**src/rtl/ndff_sync_filt.sv**
```systemverilog
// ndff_sync_filt: multi-bit N-stage level synchroniser into the clk domain.
// Every bit has its own STAGES-deep flop chain. An optional per-bit
// persistence filter follows the chain, and registered-edge rise/fall pulses
// are derived from the final level. Bits are synchronised independently, so
// values that must stay coherent across bits need Gray coding or a handshake
// upstream of this block.

module ndff_sync_filt #(
    parameter int               WIDTH    = 4,
    parameter int               STAGES   = 2,
    parameter int               FILT_CNT = 0,
    parameter logic [WIDTH-1:0] RST_VAL  = {WIDTH{1'b0}}
) (
    input  logic             clk,
    input  logic             rst,
    input  logic [WIDTH-1:0] data_in,
    output logic [WIDTH-1:0] data_out,
    output logic [WIDTH-1:0] rise,
    output logic [WIDTH-1:0] fall,
    output logic             any_chg
);

    // Reject configurations that cannot synchronise at elaboration time.
    generate
        if (STAGES < 2) begin : g_bad_stages
            $error("ndff_sync_filt: STAGES must be >= 2 (got %0d)", STAGES);
        end
        if (WIDTH < 1) begin : g_bad_width
            $error("ndff_sync_filt: WIDTH must be >= 1 (got %0d)", WIDTH);
        end
        if (FILT_CNT < 0) begin : g_bad_filt
            $error("ndff_sync_filt: FILT_CNT must be >= 0 (got %0d)", FILT_CNT);
        end
    endgenerate

    // Synchroniser chain. The attribute keeps these flops packed together and
    // out of retiming so metastability gets the full period to resolve.
    (* async_reg = "true" *) logic [WIDTH-1:0] sync_q [STAGES];
    logic [WIDTH-1:0] tail;
    logic [WIDTH-1:0] prev_q;

    // Shift data_in through the chain; no logic between stages.
    // NOTE: non-blocking assignments make every stage capture its neighbour's
    // pre-edge value; blocking ones would collapse the chain into one flop.
    // NOTE: the chain is an unpacked array but is still reset element by
    // element, so a reset really discards every in-flight level.
    always_ff @(posedge clk) begin
        if (rst) begin
            for (int k = 0; k < STAGES; k++) begin
                sync_q[k] <= RST_VAL;
            end
        end else begin
            sync_q[0] <= data_in;
            for (int k = 1; k < STAGES; k++) begin
                sync_q[k] <= sync_q[k-1];
            end
        end
    end

    assign tail = sync_q[STAGES-1];

    generate
        if (FILT_CNT == 0) begin : g_no_filt
            // Filter bypassed: the chain tail is the output, no extra register.
            assign data_out = tail;
        end else begin : g_filt
            localparam int              CNT_W    = $clog2(FILT_CNT + 1);
            localparam logic [CNT_W-1:0] CNT_LAST = CNT_W'(FILT_CNT - 1);

            logic [CNT_W-1:0] cnt_q [WIDTH];
            logic [WIDTH-1:0] filt_q;

            // Per-bit persistence counter: data_out follows tail only after
            // FILT_CNT consecutive edges of disagreement; agreement clears the
            // count, so an interrupted run earns no partial credit.
            always_ff @(posedge clk) begin
                if (rst) begin
                    filt_q <= RST_VAL;
                    for (int i = 0; i < WIDTH; i++) begin
                        cnt_q[i] <= '0;
                    end
                end else begin
                    for (int i = 0; i < WIDTH; i++) begin
                        if (tail[i] == filt_q[i]) begin
                            cnt_q[i] <= '0;
                        end else if (cnt_q[i] == CNT_LAST) begin
                            filt_q[i] <= tail[i];
                            cnt_q[i]  <= '0;
                        end else begin
                            cnt_q[i] <= cnt_q[i] + CNT_W'(1);
                        end
                    end
                end
            end

            assign data_out = filt_q;
        end
    endgenerate

    // Edge history: prev mirrors data_out one cycle late; it resets to the
    // same value as data_out so no pulse appears during or after reset.
    always_ff @(posedge clk) begin
        if (rst) begin
            prev_q <= RST_VAL;
        end else begin
            prev_q <= data_out;
        end
    end

    assign rise    = data_out & ~prev_q;
    assign fall    = ~data_out & prev_q;
    assign any_chg = |(rise | fall);

endmodule
```
**config.mk**
```make
export PLATFORM = sky130hd
export DESIGN_NAME = ndff_sync_filt
export DESIGN_NICKNAME = d
export VERILOG_FILES = /design/src/rtl/ndff_sync_filt.sv
export SDC_FILE = /design/constraint.sdc
export NUM_CORES = 1
export LEC_CHECK = 0
export BUFFER_PORTS_ARGS = -buffer_cell sky130_fd_sc_hd__buf_2
export CORE_AREA = 2 2 39 41
export CTS_CLUSTER_SIZE = 28
export DETAILED_ROUTE_END_ITERATION = 12
export DIE_AREA = 0 0 41 43
export HOLD_SLACK_MARGIN = 0.12
export PLACE_DENSITY_LB_ADDON = 0.08
export SETUP_SLACK_MARGIN = 0.1
export SYNTH_ARGS = -nofsm -noshare
export SYNTH_HDL_FRONTEND = slang
export SYNTH_SLANG_ARGS = --single-unit
```
**constraint.sdc**
```tcl
create_clock -name clk -period 2.8 [get_ports clk]
set_input_delay 0.56 -clock clk [delete_from_list [all_inputs] [get_ports clk]]
set_output_delay 0.56 -clock clk [all_outputs]
set_load 0.1 [all_outputs]
```
==> summary.txt <==
Timing
  – Min Tclk post-route: 2.05 ns
  – Final Setup Violations: 0
  – Clock Skews: 0.000424 ns
  – Tcrit/Tclk final: 73.2%
  – Max frequency: 488 MHz
  – Hold violation count in the final report: 0
  – Pins over their slew limit: 0
  – Setup repair after global routing missed its margin: no
  – Max_slew headroom: 67.9%
  – Post-layout worst setup margin: 0.751 ns
  – Final total negative setup slack: 0 ns
  – Slew at the pin with the worst max-slew slack: 0.485 ns

Clock network
  – Clock-pin transition on the worst setup and hold timing paths: 0.07 ns
  – Clock tree from TritonCTS: yes
  – Max clock buf depth: 2
  – TritonCTS sink count: 12
  – Source-to-sink clock delay at the later pin of the worst-skew pair: 0.26 ns
  – Total setup buffers inserted after CTS: 0
  – Post-cts hold buffer count: 0
  – Number of clock buffers inserted by TritonCTS: 3
  – Number of H-tree levels: 1
  – Count of instances resized after the clock tree is built: 0
  – Cell chosen for the clock root: sky130_fd_sc_hd__clkbuf_4

Placement
  – Routability congestion estimate from global placement: approximately 0.54
  – Port buffer count: 18
  – Pre-CTS setup slack: 1.02 ns

Logic synthesis
  – Sequential cell area fraction in the yosys report: 45.1%
  – Synthesized flop and latch total: 12
  – Number of distinct library cells after synthesis: 9
  – Number of standard cells after synthesis: 46
  – Netlist Area Pre-Place: between 500 and 600 µm²
  – Average cell area after synthesis: approximately 12 µm²
  – Mapped Nets: 60
  – Yosys warning total: 0

Detailed routing
  – First-iteration detailed-routing DRC count: 3
  – Total number of vias: 320
  – Number of routed nets with antenna violations: 0
  – Remaining DRCs: 0
  – Total length of routed wires: roughly 630 µm
  – Average wire length per cell after detail routing: 8.05 µm
  – DR vias/cell: 4.10
  – Detailed Routing Iterations Pass 1: 2

Global route
  – Initial antenna violation count: 0
  – Total grt overflow: 0
  – Vias in the first global route: 266
  – Wire length of the first global-routing pass: 1020 µm
  – Maximum number of pins on one net before global-route repair: 13
  – Total Routing Usage GR: 8.93%

Run
  – Max-capacitance violation count: 0

Setup path
  – Sequence of cells on the critical path: inv_1 -> ha_1 -> nand4_1 -> buf_2
  – Cell at the slowest stage of the critical path: sky130_fd_sc_hd__buf_2
  – Type of the setup path with the least slack: flop to output pin
  – Data arrival, critical path: 1.49 ns
  – Worst EP required: 2.24 ns
  – CP Max Fanout: 4
  – CP peak stage delay: 0.42 ns
  – Critical path launch point type: flop
  – Crit end category: output pin

Floorplan
  – Core Area: 1380 µm²
  – Rows: 14
  – Overall die area: between 1500 and 2000 µm²
  – Top-level I/O count: 19
  – Chip width: 41 µm
  – Starting Density: 38.5%
  – Die H: 43 µm

Finish
  – Proportion of layout cells with a drive suffix above 1: 53.2%
  – Number of nets in the layout: 78
  – Area Growth Syn to Fin: 17.1%
  – Final antenna diode count: 0

Status
  – Run status: complete, no violations

Power
  – Cell leakage power: 0.313 nW
  – Worst voltage drop across the vdd grid: 0.000261 V
  – Power per unit of standard cell area: 591 nW/µm²

Worst hold path
  – Class of the worst hold path: flop to flop
report_power, final:
part | internal (mW) | leakage, nW | total [mW] | switching, mW
sequential | 0.178 | 0.0988 | 0.181 | 0.00333
combinational | 0.0173 | 0.200 | 0.0893 | 0.0720
clock | 0.0496 | 0.0138 | 0.0991 | 0.0495
total | 0.244 | 0.313 | 0.369 | 0.125
cell usage in the layout (no fill, tap or decap), drive strengths merged:
cell type and n:
nand4 1, inv 8, ha 8, and2b 2, buf 18, dfxtp 12
nor2b 10, clkbuf 3
per-stage QoR:
step / util [%] / power, mW / cells / hold slack (ns) / cell area, µm²
2_1_floorplan: - / 0.269 / 46 / 0.415 / 533
3_3_place_gp: 43.5 / 0.275 / 75 / 0.424 / 602
3_5_place_dp: 43.5 / 0.275 / 75 / 0.436 / 602
4_1_cts: 45.1 / 0.376 / 78 / 0.452 / 624
5_1_grt: 45.1 / 0.390 / 78 / 0.467 / 624
6_report: 45.1 / 0.369 / 78 / 0.449 / 624
worst max-delay path, delay by kind of cell, from the launching register on:
family / cells / cell delay (ns)
and+or+nand+nor: 1 / 0.09
buffers and inverters: 2 / 0.48
adders and majority gates: 1 / 0.29
DFF: 1 / 0.37
registers in the layout, indices dropped and copies added, names as in the netlist:
| signal | count |
|---|---|
| prev_q | 4 |
| sync_q | 8 |
Yosys cell counts (all sizes together):
master   n  share of area (%)
nor2b   10                 18
inv      8                5.6
ha       8                 19
dfxtp   12                 45
and2b    2                3.3
buf      5                7.7
nand4    1                1.2
metal layers:
| metal | routed length (µm) | GRT usage [%] | share of wire [%] | up-vias |
|---|---|---|---|---|
| li1 | - | - | - | 166 |
| met2 | 277 | 12.5 | 44 | 16 |
| met1 | 279 | 11.0 | 44 | 138 |
| met5 | 0 | 0 | 0 | - |
| met4 | 0 | 6.00 | 0 | 0 |
| met3 | 70 | 3.14 | 11 | 0 |
logic make-up (layout without fill, tap and decap cells):
group | after synthesis | after routing | share of synthesized area (%)
adder cells (fa/ha/maj) | 8 | 8 | 18.8
buffers and inverters | 13 | 29 | 13.4
AND/OR/NAND/NOR | 13 | 13 | 22.8
flip-flops | 12 | 12 | 45.1
cell type report:
type | instances | area, µm²
Tap cell | 16 | 20.0
Multi-Input combinational cell | 21 | 221
Timing Repair Buffer | 18 | 90.1
Inverter | 8 | 30.0
Sequential cell | 12 | 240
Fill cell | 143 | 759
Clock buffer | 3 | 22.5
path summary, 6_finish.rpt:
check / startpoint / endpoint / slack (ns) / depth (start not counted)
hold / removal: sync_q[0][3] / sync_q[0][7] / 0.45 / 1
hold reg to reg: sync_q[0][3] / sync_q[0][7] / 0.45 / 1
setup reg to reg: sync_q[0][5] / prev_q[1] / 2.21 / 1
setup / recovery: sync_q[0][5] / any_chg / 0.75 / 4
No activity file was read; power rests on OpenSTA's default activity.
